==> config.mk <==
export PLATFORM = sky130hd
export DESIGN_NAME = lcd_view_scheduler_flat
export DESIGN_NICKNAME = d
export VERILOG_FILES = /design/src/rtl/lcd_view_scheduler_pkg.sv /design/src/rtl/lcd_view_scheduler_if.sv /design/src/rtl/lcd_view_scheduler_frame_switch_timer.sv /design/src/rtl/lcd_view_scheduler.sv /design/src/flat_wrapper.sv
export SDC_FILE = /design/constraint.sdc
export NUM_CORES = 1
export LEC_CHECK = 0
export CELL_PAD_IN_SITES_DETAIL_PLACEMENT = 1
export CELL_PAD_IN_SITES_GLOBAL_PLACEMENT = 1
export CORE_MARGIN = 8
export CORE_UTILIZATION = 49
export DETAILED_ROUTE_END_ITERATION = 8
export MAX_ROUTING_LAYER = met4
export PLACE_DENSITY = 0.92
export SKIP_CTS_REPAIR_TIMING = 1
export SLEW_MARGIN = 40
export SYNTH_ARGS = -nofsm -noshare
export SYNTH_HDL_FRONTEND = slang
export SYNTH_SLANG_ARGS = --single-unit
==> constraint.sdc <==
create_clock -name clk -period 5.3 [get_ports clk]
set_clock_uncertainty 0.15 [all_clocks]
set_input_delay 1.06 -clock clk [delete_from_list [all_inputs] [get_ports clk]]
set_output_delay 1.06 -clock clk [all_outputs]
set_load 0.01 [all_outputs]
==> src/rtl/lcd_view_scheduler_pkg.sv <==
// Shared types and helpers for the LCD view scheduler: view encoding,
// one-hot enable mapping and the scheduler FSM state enum.
package lcd_view_pkg;

    typedef enum logic [1:0] {
        VIEW_CLOCK     = 2'd0,
        VIEW_SET       = 2'd1,
        VIEW_STOPWATCH = 2'd2,
        VIEW_ALARM     = 2'd3
    } view_t;

    typedef enum logic [2:0] {
        ST_SHOW      = 3'd0,
        ST_PEND      = 3'd1,
        ST_RING_PEND = 3'd2,
        ST_RING      = 3'd3,
        ST_RESTORE   = 3'd4
    } sched_state_t;

    // CLOCK lands on the MSB so the enable reads left to right in view order.
    function automatic logic [3:0] onehot(input view_t v);
        return 4'b1000 >> v;
    endfunction

    function automatic view_t next_view(input view_t v);
        return view_t'(v + 2'd1);
    endfunction

endpackage

==> src/rtl/lcd_view_scheduler_if.sv <==
// Control/status bundle between buttons/timekeeping, the view scheduler
// and the text-LCD driver.
interface lcd_view_scheduler_if;

    logic       mode_btn;
    logic       ack_btn;
    logic       alarm_hit;
    logic       tick_1hz;
    logic       frame_done;
    logic [3:0] enable;
    logic       ring;
    logic       busy;

    // master: the surrounding logic that produces events and consumes view selects
    modport master (
        output mode_btn,
        output ack_btn,
        output alarm_hit,
        output tick_1hz,
        output frame_done,
        input  enable,
        input  ring,
        input  busy
    );

    // slave: the scheduler itself
    modport slave (
        input  mode_btn,
        input  ack_btn,
        input  alarm_hit,
        input  tick_1hz,
        input  frame_done,
        output enable,
        output ring,
        output busy
    );

endinterface

==> src/rtl/lcd_view_scheduler_frame_switch_timer.sv <==
// Frame-synchronised switch point: fires on frame_done, or after a watchdog
// interval if the LCD driver never reports a completed frame.
module frame_switch_timer #(
    parameter int FRAME_TIMEOUT = 1024
) (
    input  logic clk,
    input  logic resetn,
    input  logic arm,
    input  logic frame_done,
    output logic switch_now
);

    localparam int WD_W = $clog2(FRAME_TIMEOUT);
    localparam logic [WD_W-1:0] WD_LAST = WD_W'(FRAME_TIMEOUT - 1);

    logic [WD_W-1:0] wd_cnt_reg;

    assign switch_now = arm && (frame_done || (wd_cnt_reg == WD_LAST));

    // Dropping arm for one cycle is how the owner restarts the interval.
    always_ff @(posedge clk or negedge resetn) begin
        if (!resetn) begin
            wd_cnt_reg <= '0;
        end else if (!arm || switch_now) begin
            wd_cnt_reg <= '0;
        end else begin
            wd_cnt_reg <= wd_cnt_reg + 1'b1;
        end
    end

endmodule

==> src/rtl/lcd_view_scheduler.sv <==
// Chooses the view shown by the text-LCD driver, applying every change on a
// frame boundary and letting an alarm preempt and later restore the view.
module lcd_view_scheduler
    import lcd_view_pkg::*;
#(
    parameter int          RING_SECS     = 30,
    parameter int          FRAME_TIMEOUT = 1024,
    parameter logic [1:0]  RESET_VIEW    = 2'd0
) (
    input  logic                  clk,
    input  logic                  resetn,
    lcd_view_scheduler_if.slave   bus
);

    localparam view_t      RST_VIEW  = view_t'(RESET_VIEW);
    localparam logic [7:0] RING_LAST = 8'(RING_SECS);

    sched_state_t state_reg;
    view_t        cur_view_reg;
    view_t        pend_view_reg;
    view_t        saved_view_reg;
    logic [7:0]   sec_cnt_reg;
    logic [3:0]   enable_reg;
    logic         ring_reg;
    logic         busy_reg;

    logic         arm;
    logic         switch_now;
    logic         pend_abort;
    logic         dismiss;

    // An alarm in PEND re-enters a switching state, so the watchdog must restart.
    assign pend_abort = (state_reg == ST_PEND) && bus.alarm_hit;
    assign arm        = ((state_reg == ST_PEND) || (state_reg == ST_RING_PEND) ||
                         (state_reg == ST_RESTORE)) && !pend_abort;
    assign dismiss    = bus.ack_btn || bus.mode_btn || (sec_cnt_reg == RING_LAST);

    frame_switch_timer #(
        .FRAME_TIMEOUT (FRAME_TIMEOUT)
    ) u_switch_timer (
        .clk        (clk),
        .resetn     (resetn),
        .arm        (arm),
        .frame_done (bus.frame_done),
        .switch_now (switch_now)
    );

    always_ff @(posedge clk or negedge resetn) begin
        if (!resetn) begin
            state_reg      <= ST_SHOW;
            cur_view_reg   <= RST_VIEW;
            pend_view_reg  <= RST_VIEW;
            saved_view_reg <= RST_VIEW;
            sec_cnt_reg    <= '0;
            enable_reg     <= onehot(RST_VIEW);
            ring_reg       <= 1'b0;
            busy_reg       <= 1'b0;
        end else begin
            case (state_reg)
                ST_SHOW: begin
                    if (bus.alarm_hit) begin
                        saved_view_reg <= cur_view_reg;
                        pend_view_reg  <= VIEW_ALARM;
                        ring_reg       <= 1'b1;
                        busy_reg       <= 1'b1;
                        state_reg      <= ST_RING_PEND;
                    end else if (bus.mode_btn) begin
                        pend_view_reg  <= next_view(cur_view_reg);
                        busy_reg       <= 1'b1;
                        state_reg      <= ST_PEND;
                    end
                end

                ST_PEND: begin
                    if (bus.alarm_hit) begin
                        saved_view_reg <= cur_view_reg;
                        pend_view_reg  <= VIEW_ALARM;
                        ring_reg       <= 1'b1;
                        state_reg      <= ST_RING_PEND;
                    end else if (switch_now) begin
                        // A same-cycle mode press loses to the frame boundary.
                        cur_view_reg   <= pend_view_reg;
                        enable_reg     <= onehot(pend_view_reg);
                        busy_reg       <= 1'b0;
                        state_reg      <= ST_SHOW;
                    end else if (bus.mode_btn) begin
                        pend_view_reg  <= next_view(pend_view_reg);
                    end
                end

                ST_RING_PEND: begin
                    if (switch_now) begin
                        cur_view_reg   <= pend_view_reg;
                        enable_reg     <= onehot(pend_view_reg);
                        busy_reg       <= 1'b0;
                        sec_cnt_reg    <= '0;
                        state_reg      <= ST_RING;
                    end
                end

                ST_RING: begin
                    if (dismiss) begin
                        ring_reg       <= 1'b0;
                        pend_view_reg  <= saved_view_reg;
                        busy_reg       <= 1'b1;
                        sec_cnt_reg    <= '0;
                        state_reg      <= ST_RESTORE;
                    end else if (bus.tick_1hz) begin
                        sec_cnt_reg    <= sec_cnt_reg + 8'd1;
                    end
                end

                ST_RESTORE: begin
                    if (switch_now) begin
                        cur_view_reg   <= pend_view_reg;
                        enable_reg     <= onehot(pend_view_reg);
                        busy_reg       <= 1'b0;
                        state_reg      <= ST_SHOW;
                    end
                end

                default: begin
                    state_reg   <= ST_SHOW;
                    sec_cnt_reg <= '0;
                    busy_reg    <= 1'b0;
                    ring_reg    <= 1'b0;
                end
            endcase
        end
    end

    assign bus.enable = enable_reg;
    assign bus.ring   = ring_reg;
    assign bus.busy   = busy_reg;

endmodule
==> src/flat_wrapper.sv <==
// flat-port wrapper written by rule: the top's interface ports become plain ports
module lcd_view_scheduler_flat import lcd_view_pkg::*;
#(
    parameter int          RING_SECS     = 30,
    parameter int          FRAME_TIMEOUT = 1024,
    parameter logic [1:0]  RESET_VIEW    = 2'd0
)
  (clk, resetn, bus_mode_btn, bus_ack_btn, bus_alarm_hit, bus_tick_1hz, bus_frame_done, bus_enable, bus_ring, bus_busy);
  lcd_view_scheduler_if bus_i ();
  input  logic clk;
  input  logic resetn;
  input wire logic [$bits(bus_i.mode_btn)-1:0] bus_mode_btn;
  input wire logic [$bits(bus_i.ack_btn)-1:0] bus_ack_btn;
  input wire logic [$bits(bus_i.alarm_hit)-1:0] bus_alarm_hit;
  input wire logic [$bits(bus_i.tick_1hz)-1:0] bus_tick_1hz;
  input wire logic [$bits(bus_i.frame_done)-1:0] bus_frame_done;
  output wire logic [$bits(bus_i.enable)-1:0] bus_enable;
  output wire logic [$bits(bus_i.ring)-1:0] bus_ring;
  output wire logic [$bits(bus_i.busy)-1:0] bus_busy;
  assign bus_i.mode_btn = bus_mode_btn;
  assign bus_i.ack_btn = bus_ack_btn;
  assign bus_i.alarm_hit = bus_alarm_hit;
  assign bus_i.tick_1hz = bus_tick_1hz;
  assign bus_i.frame_done = bus_frame_done;
  assign bus_enable = bus_i.enable;
  assign bus_ring = bus_i.ring;
  assign bus_busy = bus_i.busy;
  lcd_view_scheduler #(.RING_SECS(RING_SECS), .FRAME_TIMEOUT(FRAME_TIMEOUT), .RESET_VIEW(RESET_VIEW)) u_core (.clk(clk), .resetn(resetn), .bus(bus_i));
endmodule
=== Word level (Yosys, flattened, before mapping) ===
Index checks and enable logic that the tools add are counted.

* Bits in registers: 33
* Bits in latches: 0
* Bits in writable memories: 0
* Memory bits (read-only): 0
* Input bits: 7
* Word-level logic and storage cells: 88
* Memories: 0

* Add/sub/neg operators: 4
* Multipliers: 0
* Divide/modulo/power cells: 0
* Magnitude comparators: 0
* Eq/ne operators: 14
* Shifts and indexed selects: 1
* Muxes and demuxes: 34
* Bitwise operators: 2
* Reduce and logical (&&, ||, !) cells: 24

{| class="wikitable"
|+ Operators with widths
! cell !! count
|-
| 2-to-1 mux 8 bit || 3
|-
| one-hot mux 8 bit (3 select lines) || 1
|-
| 2-to-1 mux 3 bit || 6
|-
| 2-to-1 mux 2 bit || 8
|-
| one-hot mux 3 bit (5 select lines) || 1
|-
| AND reduction 3 bit || 4
|-
| adder 10 x 1 -> 10 bit (second input constant) || 1
|-
| equality test 10 bit (second input constant) || 1
|-
| 2-to-1 mux 10 bit || 1
|-
| inequality test 3 bit (second input constant) || 3
|-
| adder 8 x 1 -> 8 bit (second input constant) || 1
|-
| equality test 8 x 5 -> 1 bit (second input constant) || 1
|-
| 2-to-1 mux 4 bit || 2
|-
| one-hot mux 4 bit (2 select lines) || 1
|-
| 2-to-1 mux 1 bit || 7
|-
| equality test 3 x 2 -> 1 bit (second input constant) || 2
|-
| logical OR 1 bit || 6
|-
| one-hot mux 2 bit (3 select lines) || 1
|-
| AND reduction 5 bit || 1
|-
| adder 2 x 1 -> 2 bit (second input constant) || 2
|-
| inequality test 2 x 1 -> 1 bit (second input constant) || 2
|-
| inequality test 2 bit (second input constant) || 2
|-
| one-hot mux 1 bit (4 select lines) || 1
|-
| one-hot mux 2 bit (2 select lines) || 1
|-
| 14 further kinds || 20
|}

=== Logic depth before layout (Yosys ltp) ===
* Depth in word-level cells: 8
* Depth in mapped cells: 8
* Gate-level depth less buffers: 7

=== Cells and area by module ===
A second synthesis with hierarchy kept.

* Cells, all modules: 173
* Area, all modules: 1790.5 um^2

{| class="wikitable"
|+ By module, submodules not included
! module !! times used !! cells each !! area each (um^2) !! sequential area each (um^2)
|-
| lcd_view_scheduler || 1 || 124 || 1308.8 || 576.8
|-
| frame_switch_timer || 1 || 49 || 481.7 || 250.2
|}

=== Worst setup path before layout ===
OpenSTA, ideal clock, no wires.

* Path kind: input -> register
* Start: in bus_mode_btn
* End: reg u_core.sec_cnt_reg[3]
* Setup time: 0.130 ns
* Arrival: 2.071 ns
* Required time: 5.020 ns
* Slack: 2.948 ns
* Stages: 5
* Buffers on the path: 1
* Cells stage by stage: a2111o_1 -> o221ai_4 -> or2_1 -> buf_4 -> o31ai_2

* Longest elaborated chain between the ends: 4
* Elaborated cells between the ends (all ways): 6

{| class="wikitable"
|+ Ends and longest elaborated chain
! what !! line !! text
|-
| from (decl) || flat_wrapper.sv:12 || <nowiki>input wire logic [$bits(bus_i.mode_btn)-1:0] bus_mode_btn;</nowiki>
|-
| logical OR 1 bit * (2 in a row) || lcd_view_scheduler.sv:36 || <nowiki>assign dismiss = bus.ack_btn || bus.mode_btn || (sec_cnt_reg == RING_LAST);</nowiki>
|-
| inequality test 3 x 2 -> 1 bit (no line) / 2-to-1 mux 8 bit (equally long branches) || -- ||
|-
| AND reduction 3 bit (no line) / one-hot mux 8 bit (3 select lines) (equally long branches) || -- ||
|-
| to (signal assigned) || lcd_view_scheduler.sv:109 || <nowiki>sec_cnt_reg <= sec_cnt_reg + 8'd1;</nowiki>
|-
| to (decl) || lcd_view_scheduler.sv:22 || <nowiki>logic [7:0] sec_cnt_reg;</nowiki>
|}

Every way passes the cells marked *; elsewhere a longest branch is shown, timed or not.
A chain may end at the register's enable or synchronous reset.

=== Worst setup path in the final report ===
* Start: in bus_mode_btn
* End: reg u_core.sec_cnt_reg[4]

Same word-level chain as after synthesis.

==> results.py <==
metrics = {
    "outcome": {
        "status": "finished clean",
    },
    "logic_synthesis": {
        "synth-main-ff-cell": "dfrtp_1",
        "synth_cell_type_count": 43,
        "syn_area_um2": 1769,
        "syn_inst": 166,
        "syn-num-nets": 180,
        "synth-edff-count": 0,
        "async_flop_share": 1.000,
        "yosysWarnings": 0,
        "avgSynthCellArea_um2": 10.66,
        "seq_area_frac_synth": 0.4675,
        "synth-seq-cells": 33,
    },
    "critical_path": {
        "arrival_ps": 2970,
        "required_ps": 5370,
        "r2r_start": "u_core.sec_cnt_reg[0]",
        "critPathMaxFanout": 15,
        "crit_path_start_kind": "input port",
        "reg2reg_depth": 7,
        "worstReg2RegEnd": "u_core.sec_cnt_reg[4]",
        "crit_type": "in2reg",
        "crit_start": "bus_mode_btn",
        "critPathCaptureType": "flip-flop",
        "worst-r2r-setup-slack_ps": 2660,
    },
    "floorplan": {
        "dieWidth_um": 76.09,
        "fp.coreArea_um2": 3578,
        "rows": 22,
        "die_h_um": 76.09,
        "start_util": 0.4944,
        "die_area_um2": 5790,
        "pin_count": 13,
    },
    "route": {
        "via_per_inst": 5.743,
        "dr_wl_met3_um": 109,
        "dr.pass1.iters": 6,
        "drt_iter0_drc": 41,
        "route.met2.wl_um": 1913,
        "wl_per_cell_um": 17.10,
        "m1WireLength_um": 1833,
        "drt-total-wl_um": 3932,
        "vias": 1321,
        "drc_errors": 0,
        "top_layer": "met4",
        "antenna_left": 0,
    },
    "timing": {
        "worstMarginPinSlew_ps": 508.6,
        "setup_viol": 0,
        "period_share": 0.5472,
        "hold_violations": 0,
        "fin_tns_setup_ps": 0,
        "fin_crit_ps": 2900,
        "rsz0062_at_grt": "no",
        "fmax_mhz": 344.8,
        "slew_headroom": 0.6609,
        "drv_slew": 0,
    },
    "final_layout": {
        "mostFrequentLayoutCells": "dfrtp_1 (32), nor2_1 (17), clkdlybuf4s50_1 (12)",
        "antennaDiodeCount": 0,
        "final_layout_size_suffix_gt1_frac": 0.09341,
        "final_cells": 230,
        "final_common_cell": "dfrtp_1",
        "largest_reg_flops": 10,
        "nNetsFinal": 195,
        "syn_to_final_growth_pct": 11.81,
    },
    "placed_design": {
        "hpwl_um": 2915,
        "placed_cells": 222,
        "port_buffers": 12,
        "gp_congestion": 0.8546,
    },
    "grt": {
        "grt_pass1_wl_um": 6941,
        "grt_pass1_vias": 1446,
        "grt_start_max_net_pins": 34,
        "grt_usage": 0.1482,
        "antenna_found_initial": 0,
        "overflow": 0,
    },
    "pwr": {
        "p_leak_nw": 0.8657,
        "vdd_ir_drop_max_mv": 0.3157,
        "power_density_nw_per_um2": 452.1,
    },
    "run": {
        "max_cap_violations": 0,
    },
    "clock_tree": {
        "root_buffer": "clkbuf_4",
        "clkSinkCount": 33,
        "numCtsBuffers": 5,
        "cts_tree": "done",
        "h-tree-depth": 2,
        "insertion_delay_ps": 340,
        "path_clk_slew_ps": 100,
        "cts_buffer_depth": 2,
    },
    "min_path": {
        "hold_class": "reg2reg",
        "hold_path.startpoint": "u_core.bus.ring",
        "min_path_cells": 1,
        "holdPathEnd": "u_core.bus.ring",
    },
}
## Yosys cell counts (4+ instances only)
library cell	n	area (um^2)
nand2_1	9	33.78
o21ai_0	8	40.04
nor3_1	4	20.02
and3_1	6	37.54
nor2b_1	4	25.02
dfrtp_1	32	800.8
o21ai_1	6	30.03
nand3_1	10	50.05
nor2_1	17	63.81
mux2_1	6	67.56
xor2_1	4	35.03
ha_1	7	87.58
xnor2_1	6	52.55
nand2b_1	4	25.02
## through the flow
| step | hold WS [ps] | utilization | power (mW) | setup slack [ps] | area (um^2) |
|---|---|---|---|---|---|
| floorplan | 304.9 | - | 0.6387 | 2948 | 1769 |
| global placement | 316.0 | 0.5388 | 0.7295 | 2153 | 1928 |
| detailed placement | 329.0 | 0.5388 | 0.7600 | 2065 | 1928 |
| CTS | 357.0 | 0.5528 | 0.9036 | 2426 | 1978 |
| global route | 376.1 | 0.5528 | 0.9597 | 2321 | 1978 |
| finish | 348.5 | 0.5528 | 0.8943 | 2400 | 1978 |
## worst max path at each step
stage / endpoint / slack, ps / cells past startpoint
5_1_grt: u_core.sec_cnt_reg[4] / 2320 / 5
2_1_floorplan: u_core.sec_cnt_reg[3] / 2950 / 5
3_5_place_dp: u_core.sec_cnt_reg[0] / 2070 / 5
6_report: u_core.sec_cnt_reg[4] / 2400 / 5
3_3_place_gp: u_core.sec_cnt_reg[2] / 2150 / 5
4_1_cts: u_core.sec_cnt_reg[4] / 2430 / 5
## cell families after synthesis
logic type	share of synthesized area
buf+inv	0.02263
mux	0.06789
flops	0.4675
xor+xnor	0.04950
fa+ha+maj	0.05516
simple gates	0.1803
compound gates	0.1570
## power breakdown
group | leakage, nW | internal [mW] | total, mW | switching [mW]
Sequential | 0.423 | 0.314 | 0.398 | 0.0834
Combinational | 0.413 | 0.178 | 0.360 | 0.182
Clock | 0.0293 | 0.0517 | 0.137 | 0.0850
Total | 0.866 | 0.544 | 0.894 | 0.351
## metal layers
layer	track usage	up-vias
li1	-	621
met1	0.1814	666
met2	0.2339	25
met3	0.04009	9
met4	0.04231	0
met5	-	-
## worst max-delay path, stage by stage
cell and delay, ps:
clkdlybuf4s50_1 460, a2111o_1 600, o221ai_4 370, or2_1 360, o21ai_1 120
## layout make-up
cell class / count / area, um^2
Clock inverter: 1 / 5.005
Timing Repair Buffer: 13 / 127.6
Fill cell: 412 / 1600
Multi-Input combinational cell: 125 / 902.1
Clock buffer: 7 / 45.04
Inverter: 3 / 11.26
Tap cell: 48 / 60.06
Sequential cell: 33 / 827.0
No activity file was read; power rests on OpenSTA's default activity.
